**src/rtl/pckthandler_pkg.sv**
```systemverilog
// Shared definitions for the CSI-2 style packet handler.
// Holds the FSM state encoding and the data-type codes decoded from the
// packet header DATA_ID field.
package pckthandler_pkg;

  typedef enum logic [1:0] {
    PH_DECODE = 2'd0,
    REC_DATA  = 2'd1,
    WAIT_EOT  = 2'd2
  } state_t;

  localparam logic [5:0] DT_SOF   = 6'h00;
  localparam logic [5:0] DT_EOF   = 6'h01;
  localparam logic [5:0] DT_RAW10 = 6'h2B;

endpackage

```
**src/rtl/pckthandler_vc_if.sv**
```systemverilog
// Packet bus between the lane merger and the packet handler.
// Receive side: valid_stream, ph_select, ph_stream {WC, DATA_ID}, ecc_error,
// data_stream. Output side: out_stream, out_valid, out_be, out_last, out_vc,
// line_valid.
// master : the packet source / line consumer (drives the receive side).
// slave  : the packet handler (drives the output side).
interface pckthandler_vc_if #(
  parameter int DATA_WIDTH = 16
);
  localparam int NBYTES = DATA_WIDTH / 8;

  logic                  valid_stream;
  logic                  ph_select;
  logic [23:0]           ph_stream;
  logic                  ecc_error;
  logic [DATA_WIDTH-1:0] data_stream;

  logic [DATA_WIDTH-1:0] out_stream;
  logic                  out_valid;
  logic [NBYTES-1:0]     out_be;
  logic                  out_last;
  logic [1:0]            out_vc;
  logic                  line_valid;

  modport master (
    output valid_stream, ph_select, ph_stream, ecc_error, data_stream,
    input  out_stream, out_valid, out_be, out_last, out_vc, line_valid
  );

  modport slave (
    input  valid_stream, ph_select, ph_stream, ecc_error, data_stream,
    output out_stream, out_valid, out_be, out_last, out_vc, line_valid
  );
endinterface

```
**src/rtl/pckthandler_bytecnt.sv**
```systemverilog
// Remaining-byte counter for one long packet.
// Ports: rxbyteclkhs/reset_n clock and sync active-low reset; load/wc start
// a line with WC bytes; dec consumes one beat; be is the byte enable of the
// current beat; last flags that the current beat finishes the line.
module pckthandler_bytecnt #(
  parameter int NBYTES = 2
) (
  input  logic              rxbyteclkhs,
  input  logic              reset_n,
  input  logic              load,
  input  logic [15:0]       wc,
  input  logic              dec,
  output logic [NBYTES-1:0] be,
  output logic              last
);
  localparam logic [15:0] NB = 16'(NBYTES);

  logic [15:0] remaining;

  // Decrement by min(remaining, NBYTES): floors at zero on the last beat.
  function automatic logic [15:0] sub_sat(input logic [15:0] a, input logic [15:0] b);
    return (a > b) ? (a - b) : 16'd0;
  endfunction

  // Byte i is enabled while more than i bytes remain, which gives all ones
  // for a full beat and the low `remaining` bits for the tail beat.
  always_comb begin
    be = '0;
    for (int i = 0; i < NBYTES; i++) be[i] = (remaining > 16'(i));
  end

  assign last = (remaining <= NB);

  always_ff @(posedge rxbyteclkhs) begin
    if (!reset_n)  remaining <= 16'd0;
    else if (load) remaining <= wc;
    else if (dec)  remaining <= sub_sat(remaining, NB);
  end
endmodule

```
**src/rtl/pckthandler_vc.sv**
```systemverilog
// Packet handler with per-virtual-channel frame tracking.
// Decodes each packet header (SOF/EOF/pixel/other), tracks frame_active per
// VC, and forwards pixel payload beats with one cycle of latency together
// with byte enables, last-beat flag and the line's VC.
// Ports: rxbyteclkhs clock, reset_n sync active-low reset, bus (slave side of
// the packet bus), frame_active per-VC frame state, err_ecc/err_frame/
// err_trunc/err_vc single-cycle error pulses.
module pckthandler_vc
  import pckthandler_pkg::*;
#(
  parameter int         DATA_WIDTH = 16,
  parameter int         NUM_VC     = 4,
  parameter logic [5:0] PIXEL_DT   = DT_RAW10
) (
  input  logic              rxbyteclkhs,
  input  logic              reset_n,
  pckthandler_vc_if.slave   bus,
  output logic [NUM_VC-1:0] frame_active,
  output logic              err_ecc,
  output logic              err_frame,
  output logic              err_trunc,
  output logic              err_vc
);
  localparam int NBYTES = DATA_WIDTH / 8;

  state_t                state;
  logic [NUM_VC-1:0]     fa_p1;
  logic [DATA_WIDTH-1:0] data_p1;
  logic                  vld_p1;
  logic [NBYTES-1:0]     be_p1;
  logic                  last_p1;
  logic [1:0]            vc_p1;
  logic                  err_ecc_p1, err_frame_p1, err_trunc_p1, err_vc_p1;

  logic [1:0]        hdr_vc;
  logic [5:0]        hdr_dt;
  logic [15:0]       hdr_wc;
  logic              hdr_cyc, vc_ok, vc_act, pix_go, beat;
  logic [NUM_VC-1:0] vc_oh;
  logic [NBYTES-1:0] cnt_be;
  logic              cnt_last;

  assign hdr_dt  = bus.ph_stream[5:0];
  assign hdr_vc  = bus.ph_stream[7:6];
  assign hdr_wc  = bus.ph_stream[23:8];
  assign hdr_cyc = (state == PH_DECODE) && bus.valid_stream && bus.ph_select;
  assign vc_ok   = (32'(hdr_vc) < NUM_VC);

  // One-hot of the header VC, built by loop so no select can leave the
  // NUM_VC-wide frame vector.
  always_comb begin
    vc_oh = '0;
    for (int i = 0; i < NUM_VC; i++) vc_oh[i] = (hdr_vc == 2'(i));
  end
  assign vc_act = |(fa_p1 & vc_oh);

  assign pix_go = hdr_cyc && !bus.ecc_error && vc_ok && (hdr_dt == PIXEL_DT) &&
                  vc_act && (hdr_wc != 16'd0);
  assign beat   = (state == REC_DATA) && bus.valid_stream;

  pckthandler_bytecnt #(.NBYTES(NBYTES)) u_bytecnt (
    .rxbyteclkhs (rxbyteclkhs),
    .reset_n     (reset_n),
    .load        (pix_go),
    .wc          (hdr_wc),
    .dec         (beat),
    .be          (cnt_be),
    .last        (cnt_last)
  );

  // ---- stage p1: header decode / payload register ----
  always_ff @(posedge rxbyteclkhs) begin
    if (!reset_n) begin
      state        <= PH_DECODE;
      fa_p1        <= '0;
      data_p1      <= '0;
      vld_p1       <= 1'b0;
      be_p1        <= '0;
      last_p1      <= 1'b0;
      vc_p1        <= 2'd0;
      err_ecc_p1   <= 1'b0;
      err_frame_p1 <= 1'b0;
      err_trunc_p1 <= 1'b0;
      err_vc_p1    <= 1'b0;
    end else begin
      vld_p1       <= 1'b0;
      be_p1        <= '0;
      last_p1      <= 1'b0;
      err_ecc_p1   <= 1'b0;
      err_frame_p1 <= 1'b0;
      err_trunc_p1 <= 1'b0;
      err_vc_p1    <= 1'b0;
      case (state)
        PH_DECODE: begin
          if (hdr_cyc) begin
            state <= WAIT_EOT;
            if (bus.ecc_error) begin
              err_ecc_p1 <= 1'b1;
            end else if (!vc_ok) begin
              err_vc_p1 <= 1'b1;
            end else if (hdr_dt == DT_SOF) begin
              err_frame_p1 <= vc_act;
              fa_p1        <= fa_p1 | vc_oh;
            end else if (hdr_dt == DT_EOF) begin
              err_frame_p1 <= !vc_act;
              fa_p1        <= fa_p1 & ~vc_oh;
            end else if (hdr_dt == PIXEL_DT) begin
              if (!vc_act) begin
                err_frame_p1 <= 1'b1;
              end else if (pix_go) begin
                vc_p1 <= hdr_vc;
                state <= REC_DATA;
              end
            end
          end
        end
        REC_DATA: begin
          if (bus.valid_stream) begin
            data_p1 <= bus.data_stream;
            vld_p1  <= 1'b1;
            be_p1   <= cnt_be;
            last_p1 <= cnt_last;
            if (cnt_last) state <= WAIT_EOT;
          end else begin
            // Packet ended early: abandon the line and look for a header.
            err_trunc_p1 <= 1'b1;
            state        <= PH_DECODE;
          end
        end
        WAIT_EOT: begin
          if (!bus.valid_stream) state <= PH_DECODE;
        end
        default: state <= PH_DECODE;
      endcase
    end
  end

  assign bus.out_stream = data_p1;
  assign bus.out_valid  = vld_p1;
  assign bus.out_be     = be_p1;
  assign bus.out_last   = last_p1;
  assign bus.out_vc     = vc_p1;
  // Beats of a line are contiguous, so the line window is exactly the beats.
  assign bus.line_valid = vld_p1;
  assign frame_active   = fa_p1;
  assign err_ecc        = err_ecc_p1;
  assign err_frame      = err_frame_p1;
  assign err_trunc      = err_trunc_p1;
  assign err_vc         = err_vc_p1;
endmodule

```
**src/flat_wrapper.sv**
```systemverilog
// flat-port wrapper written by rule: the top's interface ports become plain ports
module pckthandler_vc_flat import pckthandler_pkg::*;
#(
  parameter int         DATA_WIDTH = 16,
  parameter int         NUM_VC     = 4,
  parameter logic [5:0] PIXEL_DT   = DT_RAW10
)
  (rxbyteclkhs, reset_n, frame_active, err_ecc, err_frame, err_trunc, err_vc, bus_valid_stream, bus_ph_select, bus_ph_stream, bus_ecc_error, bus_data_stream, bus_out_stream, bus_out_valid, bus_out_be, bus_out_last, bus_out_vc, bus_line_valid);
  pckthandler_vc_if #(.DATA_WIDTH(DATA_WIDTH)) bus_i ();
  input  logic rxbyteclkhs;
  input  logic reset_n;
  output logic [NUM_VC-1:0] frame_active;
  output logic err_ecc;
  output logic err_frame;
  output logic err_trunc;
  output logic err_vc;
  input wire logic [$bits(bus_i.valid_stream)-1:0] bus_valid_stream;
  input wire logic [$bits(bus_i.ph_select)-1:0] bus_ph_select;
  input wire logic [$bits(bus_i.ph_stream)-1:0] bus_ph_stream;
  input wire logic [$bits(bus_i.ecc_error)-1:0] bus_ecc_error;
  input wire logic [$bits(bus_i.data_stream)-1:0] bus_data_stream;
  output wire logic [$bits(bus_i.out_stream)-1:0] bus_out_stream;
  output wire logic [$bits(bus_i.out_valid)-1:0] bus_out_valid;
  output wire logic [$bits(bus_i.out_be)-1:0] bus_out_be;
  output wire logic [$bits(bus_i.out_last)-1:0] bus_out_last;
  output wire logic [$bits(bus_i.out_vc)-1:0] bus_out_vc;
  output wire logic [$bits(bus_i.line_valid)-1:0] bus_line_valid;
  assign bus_i.valid_stream = bus_valid_stream;
  assign bus_i.ph_select = bus_ph_select;
  assign bus_i.ph_stream = bus_ph_stream;
  assign bus_i.ecc_error = bus_ecc_error;
  assign bus_i.data_stream = bus_data_stream;
  assign bus_out_stream = bus_i.out_stream;
  assign bus_out_valid = bus_i.out_valid;
  assign bus_out_be = bus_i.out_be;
  assign bus_out_last = bus_i.out_last;
  assign bus_out_vc = bus_i.out_vc;
  assign bus_line_valid = bus_i.line_valid;
  pckthandler_vc #(.DATA_WIDTH(DATA_WIDTH), .NUM_VC(NUM_VC), .PIXEL_DT(PIXEL_DT)) u_core (.rxbyteclkhs(rxbyteclkhs), .reset_n(reset_n), .bus(bus_i), .frame_active(frame_active), .err_ecc(err_ecc), .err_frame(err_frame), .err_trunc(err_trunc), .err_vc(err_vc));
endmodule
```
**config.mk**
```make
export PLATFORM = sky130hd
export DESIGN_NAME = pckthandler_vc_flat
export DESIGN_NICKNAME = d
export VERILOG_FILES = /design/src/rtl/pckthandler_pkg.sv /design/src/rtl/pckthandler_vc_if.sv /design/src/rtl/pckthandler_bytecnt.sv /design/src/rtl/pckthandler_vc.sv /design/src/flat_wrapper.sv
export SDC_FILE = /design/constraint.sdc
export NUM_CORES = 1
export LEC_CHECK = 0
export ABC_CLOCK_PERIOD_IN_PS = 2900
export CAP_MARGIN = 5
export CORE_MARGIN = 10
export CORE_UTILIZATION = 46
export CTS_CLUSTER_DIAMETER = 40
export DETAILED_ROUTE_END_ITERATION = 8
export PLACE_DENSITY = 0.88
export SETUP_SLACK_MARGIN = 0.1
export SLEW_MARGIN = 20
export SYNTH_ARGS = -nofsm -noshare
export SYNTH_HDL_FRONTEND = slang
export SYNTH_HIERARCHICAL = 1
export SYNTH_SLANG_ARGS = --single-unit
export TNS_END_PERCENT = 5
```
**constraint.sdc**
```tcl
create_clock -name rxbyteclkhs -period 2.9 [get_ports rxbyteclkhs]
set_clock_uncertainty 0.2 [all_clocks]
set_input_delay 0.29 -clock rxbyteclkhs [delete_from_list [all_inputs] [get_ports rxbyteclkhs]]
set_output_delay 0.29 -clock rxbyteclkhs [all_outputs]
set_load 0.005 [all_outputs]
```
### After elaboration in Yosys (flattened, before gate mapping)

Cells that the tools add are included.

| storage, ports and cells | value |
|---|---|
| register bits | 47 |

| cells by class | value |
|---|---|
| $add $sub $neg | 1 |
| $lt $le $gt $ge | 4 |
| equality and inequality tests | 10 |
| mux-type cells | 23 |
| bitwise gates (word level) | 10 |
| reductions and logical operators | 24 |

Operators with widths:

| kind | number |
|---|---|
| 16-bit 2-to-1 mux | 3 |
| 16-bit by 1-bit > comparator with 1-bit output (second input constant) | 2 |
| 2-bit 2-to-1 mux | 10 |
| 16-bit by 2-bit > comparator with 1-bit output (second input constant) | 1 |
| 16-bit by 2-bit less-or-equal comparator with 1-bit output (second input constant) | 1 |
| 16-bit nonzero test | 1 |
| 16-bit by 2-bit subtractor with 16-bit output (second input constant) | 1 |
| 3-bit AND reduction | 3 |
| 4-bit bitwise AND | 2 |
| 4-bit 2-to-1 mux | 2 |
| 8-bit AND reduction | 1 |
| 4-bit OR reduction | 2 |
| 1-bit logical AND | 7 |
| 1-bit 2-to-1 mux | 7 |
| 2-bit equality test (second input constant) | 3 |
| 6-bit by 1-bit equality test with 1-bit output (second input constant) | 1 |
| 6-bit equality test (second input constant) | 1 |
| 6-bit zero test | 1 |
| 1-bit inverter | 6 |
| 2-bit case mux with 3 select lines | 1 |
| 2-bit by 1-bit equality test with 1-bit output (second input constant) | 2 |
| 2-bit zero test | 2 |
| 4-bit inverter | 1 |
| 4-bit OR | 1 |
| other kinds (7) | 10 |

### Longest topological paths before layout

Gate-level depths: netlist of run 1.

| logic depth | value |
|---|---|
| word-level depth | 15 |
| gate-level depth with buffers | 8 |
| mapped depth without buffers | 7 |

### Hierarchy

Netlist of run 1, hierarchy kept.

By module, submodules not included:

| module | times used | cells an instance | area each (µm²) |
|---|---|---|---|
| pckthandler_vc | 1 | 145 | 1249.9 |
| pckthandler_bytecnt | 1 | 119 | 1028.5 |

### Worst setup path before layout of run 1

No wires, ideal clock.

| timing | value |
|---|---|
| path type | reg-to-reg |
| start | reg u_core.state[1] |
| end | reg u_core.u_bytecnt.remaining[12] |
| setup time | 0.086 ns |
| arrival | 1.996 ns |
| data required time | 2.614 ns |
| setup slack | 0.619 ns |
| stages on the path, launching flop included | 8 |
| cell sequence | dfxtp_1 > nand3b_1 > inv_1 > clkbuf_1 > nor4b_1 > nand3_1 > xor2_1 > a211oi_1 |

| on the way | value |
|---|---|
| elaborated cells between the ends (all ways) | 11 |

RTL lines:

| element | RTL line | RTL |
|---|---|---|
| start: declaration | pckthandler_vc.sv:26 | `state_t state;` |
| start signal: assignment | pckthandler_vc.sv:74 | `state <= PH_DECODE;` |
| start signal: assignment | pckthandler_vc.sv:96 | `state <= WAIT_EOT;` |
| start signal: assignment | pckthandler_vc.sv:112 | `state <= REC_DATA;` |
| 2-bit by 1-bit equality test with 1-bit output | pckthandler_vc.sv:59 | `assign beat = (state == REC_DATA) && bus.valid_stream;` |
| 1-bit logical AND | pckthandler_vc.sv:59 |  |
| net u_core.beat | pckthandler_vc.sv:38 | `logic hdr_cyc, vc_ok, vc_act, pix_go, beat;` |
| 2-bit nonzero test (no source line) | n/a |  |
| end signal: assignment | pckthandler_bytecnt.sv:36 | `else if (load) remaining <= wc;` |
| end signal: assignment | pckthandler_bytecnt.sv:37 | `else if (dec) remaining <= sub_sat(remaining, NB);` |
| end: declaration | pckthandler_bytecnt.sv:18 | `logic [15:0] remaining;` |

The timed path passes the listed nets, and every way through them passes these cells.
A chain may end at the register's enable or synchronous reset.

### Final worst setup path of run 1

| timing | value |
|---|---|
| start | in bus_ph_stream[0] |
| end | reg u_core.u_bytecnt.remaining[11] |

| on the way | value |
|---|---|
| word-level cells in the longest chain between the ends | 5 |
| elaborated cells between the ends (all ways) | 6 |

Ends and longest elaborated chain:

| element | RTL line | RTL |
|---|---|---|
| start: declaration | flat_wrapper.sv:19 | `input wire logic [$bits(bus_i.ph_stream)-1:0] bus_ph_stream;` |
| 6-bit equality test (*) | pckthandler_vc.sv:57 | `assign pix_go = hdr_cyc && !bus.ecc_error && vc_ok && (hdr_dt == PIXEL_DT) &&` |
| 1-bit logical AND (*) (2 in series) | pckthandler_vc.sv:57 |  |
| 1-bit logical AND (*) | pckthandler_vc.sv:58 | `vc_act && (hdr_wc != 16'd0);` |
| net u_core.pix_go | pckthandler_vc.sv:38 |  |
| 16-bit 2-to-1 mux or 2-bit nonzero test (tied branches) | n/a |  |

Mark *: on every way through the listed nets, which the timed path passes. The rest lies on a longest branch.

==> impl_metrics.json, run 1 <==
{
  "status": "finished clean",
  "place_area_um2": 3150,
  "rsz0062_at_grt": "false",
  "die_h_um": 90.4,
  "r2r_cells": 8,
  "setup_viol": 0,
  "cp-end-kind": "flip-flop",
  "post-synth-top-count-cell": "nand2_1",
  "finalMaxSlewViolations": 0,
  "gr-usage-all-layers": 0.155,
  "place_hpwl_mm": 4.93,
  "area_growth_pct": 44.6,
  "critPathKind": "input pin to flip-flop",
  "synth_top_family_by_area": "simple AND/OR/NAND/NOR gates",
  "fin_cells": 415,
  "hold_path.class": "flip-flop to flip-flop",
  "cts_tree": "built",
  "p_leak_uw": 0.00129,
  "die-area_um2": 8170,
  "slew-limit-headroom": 0.619,
  "design_power_total_uw": 1310,
  "yosys.area.top_type": "dfxtp_1",
  "synthTopCellsByArea": "dfxtp_1 41%, nand2_1 7.9%, a21oi_1 5.9%",
  "dp_cells": 407,
  "clock_latency_ps": 300,
  "path_max_fanout": 11,
  "viasPerCell": 5.47,
  "firstDrtPassIters": 4,
  "seq_area_frac_synth": 0.413,
  "route.detailed.drc": 0,
  "core_area_um2": 4750,
  "cts_root_buf": "clkbuf_8",
  "hold_buffers": 0,
  "hold_ws_ps": 256,
  "numCtsBuffers": 5,
  "grt_overflow_total": 0,
  "row_count": 25,
  "synth_flop_cell": "dfxtp_1",
  "start_util": 0.479,
  "ys_ff_latch": 47,
  "period_share": 0.843,
  "startpoint_type": "input pin",
  "muxShareOfSynthArea": 0.0423,
  "synthAdderAreaFrac": 0.00549,
  "worst_pin_slew_ps": 571,
  "drt-wirelength-per-cell_um": 15.5,
  "yosys-top-cells-count": "48 x nand2_1, 47 x dfxtp_1, 27 x a21oi_1",
  "nNetsFinal": 393,
  "multi_input_area_um2": 1250,
  "first_global_vias": 2184,
  "yosys_warnings": 6,
  "cp_data_arrival_time_ps": 2460,
  "power-per-cell-area_nw_per_um2": 397,
  "syn_area_per_cell_um2": 8.63,
  "hold_viol_final": 0,
  "die_w_um": 90.4,
  "async_flop_share": 0,
  "fin_crit_ps": 2440,
  "path_clk_slew_ps": 80,
  "finalWirelength_mm": 6.41,
  "h-tree-depth": 2,
  "grt_antenna_before_repair": 0,
  "io_pins": 76,
  "synth.cell_area_um2": 2280,
  "netlist-cell-type-count": 53,
  "nFillCells": 381,
  "routabilityCongestion": 0.877,
  "synth-compound-area-share": 0.143,
  "clock_path_buffers": 2,
  "grt_pass1_wl_mm": 10.6,
  "whs_path_depth": 2,
  "cts_setup_buffers": 0,
  "syn_inst": 264,
  "grt_max_degree": 25,
  "layout-drive-gt1-share": 0.112,
  "synth_edf_count": 0,
  "register_area_um2": 941,
  "antenna_cells": 0,
  "cts.sinks": 47,
  "fin_area_um2": 3290,
  "synth_nets": 310,
  "crit_required_ps": 2920,
  "synth.top_cell.area_share": 0.413,
  "drt_iter0_drc": 210,
  "drv_cap": 0,
  "cts_resized": 1,
  "vdd_ir_drop_max_mv": 0.251,
  "via_count": 2268,
  "synth_xor_area_frac": 0.0461,
  "max_freq_mhz": 409,
  "io_buffer_count": 74,
  "ant_nets": 0,
  "synth-simple-area-share": 0.305
}
## placed cells by master (no fill, tap or decap), types with 3 or more instances in the layout
cell type,instances
mux2i_1,7
nor4_2,4
xnor2_1,7
nor3b_1,4
o22ai_1,3
nand4_1,3
xor2_1,5
nand2_1,48
and3_1,7
clkbuf_8,5
inv_1,7
nor2_1,15
nor4_1,5
a21oi_1,27
dfxtp_1,47
buf_4,15
or3_1,5
clkdlybuf4s50_1,74
and2_1,3
a211oi_1,5
nor3_1,6
nand4b_1,3
nand3_1,3
## per-layer routing
metal  part of all wire  wire [um]  GRT usage  up-vias
li1                   -          -          -     1112
met1               0.41       2650      0.178     1046
met2               0.49       3150      0.267       99
met3              0.077        492     0.0407       11
met4              0.020        126     0.0597        0
met5                  0          0          0        -
## area by class of cell
| class | count | area share |
|---|---|---|
| Sequential cell | 47 | 0.286 |
| Clock inverter | 2 | 0.0182 |
| Multi-Input combinational cell | 195 | 0.379 |
| Timing Repair Buffer | 89 | 0.259 |
| Clock buffer | 6 | 0.0220 |
| Tap cell | 67 | 0.0254 |
| Inverter | 9 | 0.0103 |
## worst paths after layout
check,to,slack [ps],start
min reg2reg,u_core/bus.out_stream[6],260,u_core/bus.out_stream[6]
min,u_core/bus.out_stream[6],260,u_core/bus.out_stream[6]
max reg2reg,u_core/u_bytecnt/remaining[11],490,u_core/state[0]
max,u_core/u_bytecnt/remaining[11],460,bus_ph_stream[0]
## critical path, stage by stage
cell	delay, ps
clkdlybuf4s50_1	490
and4_1	210
nand4b_1	190
nor3_4	390
o21ai_1	140
buf_4	170
nor4_2	190
xnor2_1	140
a211oi_2	250
## cell families (layout without fill, tap and decap cells)
group / after synthesis / in the layout
flops: 47 / 47
compound gates: 49 / 49
simple gates: 124 / 124
fa+ha+maj: 1 / 1
buf+inv: 22 / 106
other cells: 1 / 1
xor+xnor: 12 / 12
mux: 8 / 8
## per-stage QoR
stage	setup TNS, ps	util	setup slack, ps
after detailed placement	-3020	0.663	-297
after global placement	-1250	0.663	-151
after floorplan	0	-	619
final	0	0.693	455
after CTS	0	0.692	302
after global routing	0	0.693	241
## sequential cells by signal, indices dropped and copies added, names as in the netlist, named ones only
| register | count |
|---|---|
| u_core/bus.out_stream | 16 |
| u_core/u_bytecnt/remaining | 16 |
| u_core/bus.out_be | 2 |
| u_core/bus.out_vc | 2 |
| u_core/state | 2 |
| u_core/bus.line_valid | 1 |
| u_core/bus.out_last | 1 |
| u_core/err_ecc | 1 |
| u_core/err_frame | 1 |
| u_core/err_trunc | 1 |
## power by group
| group | total (uW) | internal [uW] | leakage (uW) | switching (uW) |
|---|---|---|---|---|
| sequential | 647 | 646 | 0.000379 | 0.899 |
| combinational | 103 | 67.1 | 0.000841 | 36.2 |
| clock | 559 | 344 | 0.0000654 | 215 |
| total | 1310 | 1060 | 0.00129 | 252 |
(Power assumes the default switching activity.)
==> inputs of run 2 (changes only) <==
--- a/config.mk
+++ b/config.mk
@@ -5,13 +5,13 @@
 export SDC_FILE = /design/constraint.sdc
 export NUM_CORES = 1
 export LEC_CHECK = 0
-export ABC_CLOCK_PERIOD_IN_PS = 2900
+export ABC_CLOCK_PERIOD_IN_PS = 2200
 export CAP_MARGIN = 5
 export CORE_MARGIN = 10
-export CORE_UTILIZATION = 46
+export CORE_UTILIZATION = 41
 export CTS_CLUSTER_DIAMETER = 40
 export DETAILED_ROUTE_END_ITERATION = 8
-export PLACE_DENSITY = 0.88
+export PLACE_DENSITY = 0.84
 export SETUP_SLACK_MARGIN = 0.1
 export SLEW_MARGIN = 20
 export SYNTH_ARGS = -nofsm -noshare
==> constraint.sdc (replaced) <==
create_clock -name rxbyteclkhs -period 2.2 [get_ports rxbyteclkhs]
set_clock_uncertainty 0.2 [all_clocks]
set_input_delay 0.22 -clock rxbyteclkhs [delete_from_list [all_inputs] [get_ports rxbyteclkhs]]
set_output_delay 0.22 -clock rxbyteclkhs [all_outputs]
set_load 0.005 [all_outputs]
==> run 2 against run 1 <==
Compared with the run above: die area rose by 9.4%; clock power shrank 11%; via count up 3.9%; register-to-register slack worse by 440 ps; sequential share of layout area down 1.6 points; final cell count is 6.7% higher; worst hold slack got worse by 210 ps; largest cell class unchanged.
==> impl_metrics.json, run 2 (synthesis results as in run 1) <==
{
  "path_max_fanout": 5,
  "cpPeakStageDelay_ps": 440,
  "drt_iter0_drc": 149,
  "grt_pass1_wl_mm": 10.9,
  "hold_path.class": "input pin to flip-flop",
  "cp-end-kind": "flip-flop",
  "layout-drive-gt1-share": 0.197,
  "pwr-share-clk": 0.331,
  "place_hpwl_mm": 5.26,
  "nNetsFinal": 417,
  "path_buf_inv": 2,
  "place_ws_ps": -452,
  "power-per-cell-area_nw_per_um2": 431,
  "area_growth_pct": 53.3,
  "hp-start": "bus_valid_stream",
  "internal_power_uw": 1170,
  "worst_slack_ps": 33.5,
  "rsz0062_at_grt": "true",
  "gr-usage-all-layers": 0.150,
  "cp_data_arrival_time_ps": 2200,
  "utilization": 0.642,
  "finalWirelength_mm": 7.03,
  "numCtsBuffers": 5,
  "top_layer": "met4",
  "dr_wl_met2_mm": 3.44,
  "grt_antenna_before_repair": 0,
  "final_common_cell": "clkdlybuf4s50_1",
  "route.detailed.drc": 0,
  "cp-startpoint": "bus_ph_stream[15]",
  "max_freq_mhz": 462,
  "power_frac_comb": 0.104,
  "grt_overflow_total": 0,
  "period_share": 0.985,
  "grt_max_degree": 24,
  "path_cells": "clkdlybuf4s50_1, nor4_2, buf_4, and4_4, nor3_4, or3b_4, a21oi_2, a21oi_1, a21oi_1",
  "worstReg2RegStart": "u_core/state[0]",
  "finalMaxSlewViolations": 0,
  "switching_share": 0.223,
  "ant_nets": 0,
  "io_buffer_count": 74,
  "path_clk_slew_ps": 80,
  "place_area_um2": 3300,
  "crit_required_ps": 2230,
  "first_global_vias": 2289,
  "cts_tree": "built",
  "status": "finished clean",
  "viasPerCell": 5.32,
  "critPathKind": "input pin to flip-flop",
  "setup_viol": 0,
  "die_w_um": 94.5,
  "start_util": 0.419,
  "firstDrtPassIters": 4,
  "wl_met1_mm": 2.95,
  "hold_viol_final": 0,
  "core_area_um2": 5440,
  "clock_latency_ps": 300,
  "antenna_cells": 0,
  "drv_cap": 0,
  "p_leak_uw": 0.00140,
  "cts.sinks": 47,
  "dr_wl_met3_um": 557,
  "cp_top_family": "simple AND/OR/NAND/NOR gates",
  "fin_area_um2": 3490,
  "hold_buffers": 0,
  "startpoint_type": "input pin",
  "fin_crit_ps": 2170,
  "drt-wirelength-per-cell_um": 15.9,
  "routabilityCongestion": 0.982,
  "row_count": 27,
  "nFillCells": 453,
  "cts_root_buf": "clkbuf_8",
  "die-area_um2": 8940,
  "design_power_total_uw": 1510,
  "layout_common_cells": "72 x clkdlybuf4s50_1, 48 x nand2_1, 47 x dfxtp_1, 39 x buf_4, 26 x a21oi_1",
  "power_switching_uw": 336,
  "h-tree-depth": 2,
  "via_count": 2357,
  "clock_path_buffers": 2,
  "slowest_stage": "clkdlybuf4s50_1",
  "cpMostUsedCell": "a21oi_1",
  "vdd_ir_drop_max_mv": 0.260,
  "seq_power_share": 0.565,
  "io_pins": 76,
  "die_h_um": 94.5
}
## run 2: power groups by stage
stage | Combinational, uW | Sequential [uW] | Clock (uW)
detailed placement | 146 | 872 | 0
finish | 156 | 852 | 499
global placement | 143 | 872 | 0
global route | 165 | 852 | 546
floorplan | 27.2 | 873 | 0
CTS | 152 | 852 | 520
## run 2: what timing repair did
| item | 4_1_cts | 5_1_grt |
|---|---|---|
| buffers inserted | 6 | 0 |
| gates resized for setup | 8 | 6 |
| setup endpoints to repair | 15 | 20 |
| pin swaps | 11 | 2 |
## run 2: worst min-delay path: cells and delay by family
kind          cells  cell delay, ps
buf+inv           2             240
simple gates      1              50
## run 2: layout make-up
type	instances	area, um2	area share
multi-input cells	195	1310	0.375
repair buffers	113	1030	0.296
flip-flops and latches	47	941	0.269
well taps	72	90.1	0.0258
clock buffers	5	68.8	0.0197
inverters	9	33.8	0.00967
clock inverters	2	13.8	0.00394
## run 2: worst paths after layout
kind / to / slack, ps / depth (start not counted)
worst max-delay path: u_core/u_bytecnt/remaining[15] / 30 / 9
worst min register to register: u_core/bus.out_stream[14] / 260 / 2
worst max register to register: u_core/u_bytecnt/remaining[11] / 50 / 8
worst min-delay path: u_core/err_trunc / 50 / 3
## run 2: per-stage QoR
step / hold WS, ps / setup TNS [ps] / std cells
after floorplan: 99.3 / 0 / 264
after global placement: 242 / -3490 / 430
after detailed placement: 248 / -4750 / 430
after CTS: 260 / 0 / 443
after global routing: 54.0 / -189 / 443
final: 49.2 / 0 / 443
## run 2: routing by layer
metal	global-route usage	vias to the layer above
met4	0.0511	0
met5	0	-
li1	-	1152
met3	0.0412	8
met2	0.247	91
met1	0.184	1106
==> inputs of run 3 (changes only) <==
--- a/config.mk
+++ b/config.mk
@@ -8,11 +8,12 @@
 export ABC_CLOCK_PERIOD_IN_PS = 2200
 export CAP_MARGIN = 5
 export CORE_MARGIN = 10
-export CORE_UTILIZATION = 41
+export CORE_UTILIZATION = 35
 export CTS_CLUSTER_DIAMETER = 40
 export DETAILED_ROUTE_END_ITERATION = 8
-export PLACE_DENSITY = 0.84
+export PLACE_DENSITY = 0.74
 export SETUP_SLACK_MARGIN = 0.1
+export SKIP_CTS_REPAIR_TIMING = 1
 export SLEW_MARGIN = 20
 export SYNTH_ARGS = -nofsm -noshare
 export SYNTH_HDL_FRONTEND = slang
==> run 3 against run 2 <==
Compared with the run above: the run now ends with negative setup slack left; final cell count up 2.0%; sequential power is essentially flat; combinational power barely moved; count of clock-buffer cells in the layout increased by 2; worst hold slack better by 120 ps; cell area increased by 2.5%; die area grew 13%; via count is 2.0% lower; critical path type unchanged; utilization fell by 7.9 points; critical endpoint unchanged.
==> impl_metrics.json, run 3 (synthesis results as in run 1) <==
{
  "design_power_total_uw": 1590,
  "critPathKind": "input pin to flip-flop",
  "period_share": 1.01,
  "antenna_cells": 0,
  "rsz0062_at_grt": "true",
  "grt_overflow_total": 0,
  "multi_input_area_um2": 1330,
  "numCtsBuffers": 5,
  "power_frac_comb": 0.098,
  "drv_cap": 0,
  "die_w_um": 101,
  "die_h_um": 101,
  "core_area_um2": 6350,
  "path_max_fanout": 6,
  "slowest_stage": "or3b_2",
  "die-area_um2": 10100,
  "grt-busiest-layer": "met2",
  "firstDrtPassIters": 6,
  "r2r_cells": 7,
  "grt_util_met3": 0.0439,
  "pwr-share-clk": 0.366,
  "layout_common_cells": "73 x clkdlybuf4s50_1, 48 x nand2_1, 46 x dfxtp_1, 41 x buf_4, 26 x a21oi_1",
  "path_clk_slew_ps": 90,
  "fin_cells": 452,
  "layout-drive-gt1-share": 0.213,
  "finalWirelength_mm": 6.92,
  "setup_viol": 1,
  "grt_max_degree": 24,
  "io_buffer_count": 74,
  "place_hpwl_mm": 5.26,
  "finalMaxSlewViolations": 0,
  "clock_latency_ps": 300,
  "seq_power_share": 0.536,
  "first_global_vias": 2313,
  "nNetsFinal": 420,
  "path_cells": "clkdlybuf4s50_1, nor4_1, and4_4, nor3_4, or3b_2, a21oi_4, a41oi_1, a21oi_1",
  "violations": "negative setup slack",
  "final_common_cell": "clkdlybuf4s50_1",
  "power-per-cell-area_nw_per_um2": 445,
  "h-tree-depth": 2,
  "p_leak_uw": 0.00144,
  "hold_path.class": "input pin to flip-flop",
  "cts.sinks": 47,
  "place_ws_ps": -445,
  "drt_iter0_drc": 113,
  "worst_slack_ps": -15.7,
  "crit_required_ps": 2230,
  "area_growth_pct": 57.1,
  "routabilityCongestion": 0.904,
  "via_count": 2310,
  "cp-end-kind": "flip-flop",
  "nFillCells": 577,
  "gr-usage-all-layers": 0.132,
  "clock_path_buffers": 2,
  "whs_path_depth": 4,
  "cp_data_arrival_time_ps": 2250,
  "route.detailed.drc": 0,
  "start_util": 0.359,
  "hold_viol_final": 0,
  "ant_nets": 0,
  "cts_root_buf": "clkbuf_8",
  "grt_pass1_wl_mm": 11.2,
  "grt_antenna_before_repair": 0,
  "row_count": 29,
  "vdd_ir_drop_max_mv": 0.242,
  "met1_usage": 0.161,
  "io_pins": 76,
  "cts_tree": "built",
  "internal_power_uw": 1240,
  "setup_tns_ps": -15.7,
  "status": "finished, violations left",
  "cpPeakStageDelay_ps": 510,
  "drt-wirelength-per-cell_um": 15.3,
  "fin_crit_ps": 2220,
  "power_switching_uw": 351,
  "grt_use_met2": 0.217,
  "viasPerCell": 5.11,
  "dp_cells": 442,
  "max_freq_mhz": 451,
  "switching_share": 0.221,
  "register_area_um2": 942,
  "startpoint_type": "input pin"
}
## run 3: final timing paths
path	start	slack, ps	endpoint
worst min-delay path	bus_ph_stream[6]	170	u_core/bus.out_vc[0]
worst max register to register	flip-flop	70	u_core/u_bytecnt/remaining[15]
worst min register to register	u_core/bus.out_stream[5]	260	u_core/bus.out_stream[5]
worst max-delay path	bus_ph_stream[21]	-20	u_core/u_bytecnt/remaining[15]
## run 3: metal layers
metal  wire (um)  share of wire  vias up
li1            -              -     1158
met1        3090           0.45     1078
met2        3260           0.47       69
met3         523          0.076        5
met4          42         0.0061        0
met5           0              0        -
## run 3: area by class of cell
cell class	instances	area share
Inverter	9	0.00944
Clock inverter	1	0.00210
Multi-Input combinational cell	195	0.372
Timing Repair Buffer	116	0.299
Clock buffer	7	0.0269
Tap cell	77	0.0269
Sequential cell	47	0.263
## run 3: stage by stage
stage	utilization	cell area [um2]	hold WS, ps
global placement	0.531	3370	241
floorplan	-	2290	99.3
global route	0.564	3580	210
CTS	0.547	3470	253
finish	0.564	3580	173
detailed placement	0.531	3370	250
## run 3: power groups by stage
stage          clock, uW  sequential (uW)  combinational (uW)
6_report             583              852                 157
5_1_grt              635              853                 168
4_1_cts              598              852                 150
3_5_place_dp           0              872                 149
3_3_place_gp           0              872                 147
2_1_floorplan          0              873                27.2
## run 3: critical path, delay by kind of cell
family                 cells  cell delay (ps)
and+or+nand+nor            4             1230
AOI/OAI and AO/OA          3              370
buffers and inverters      1              430
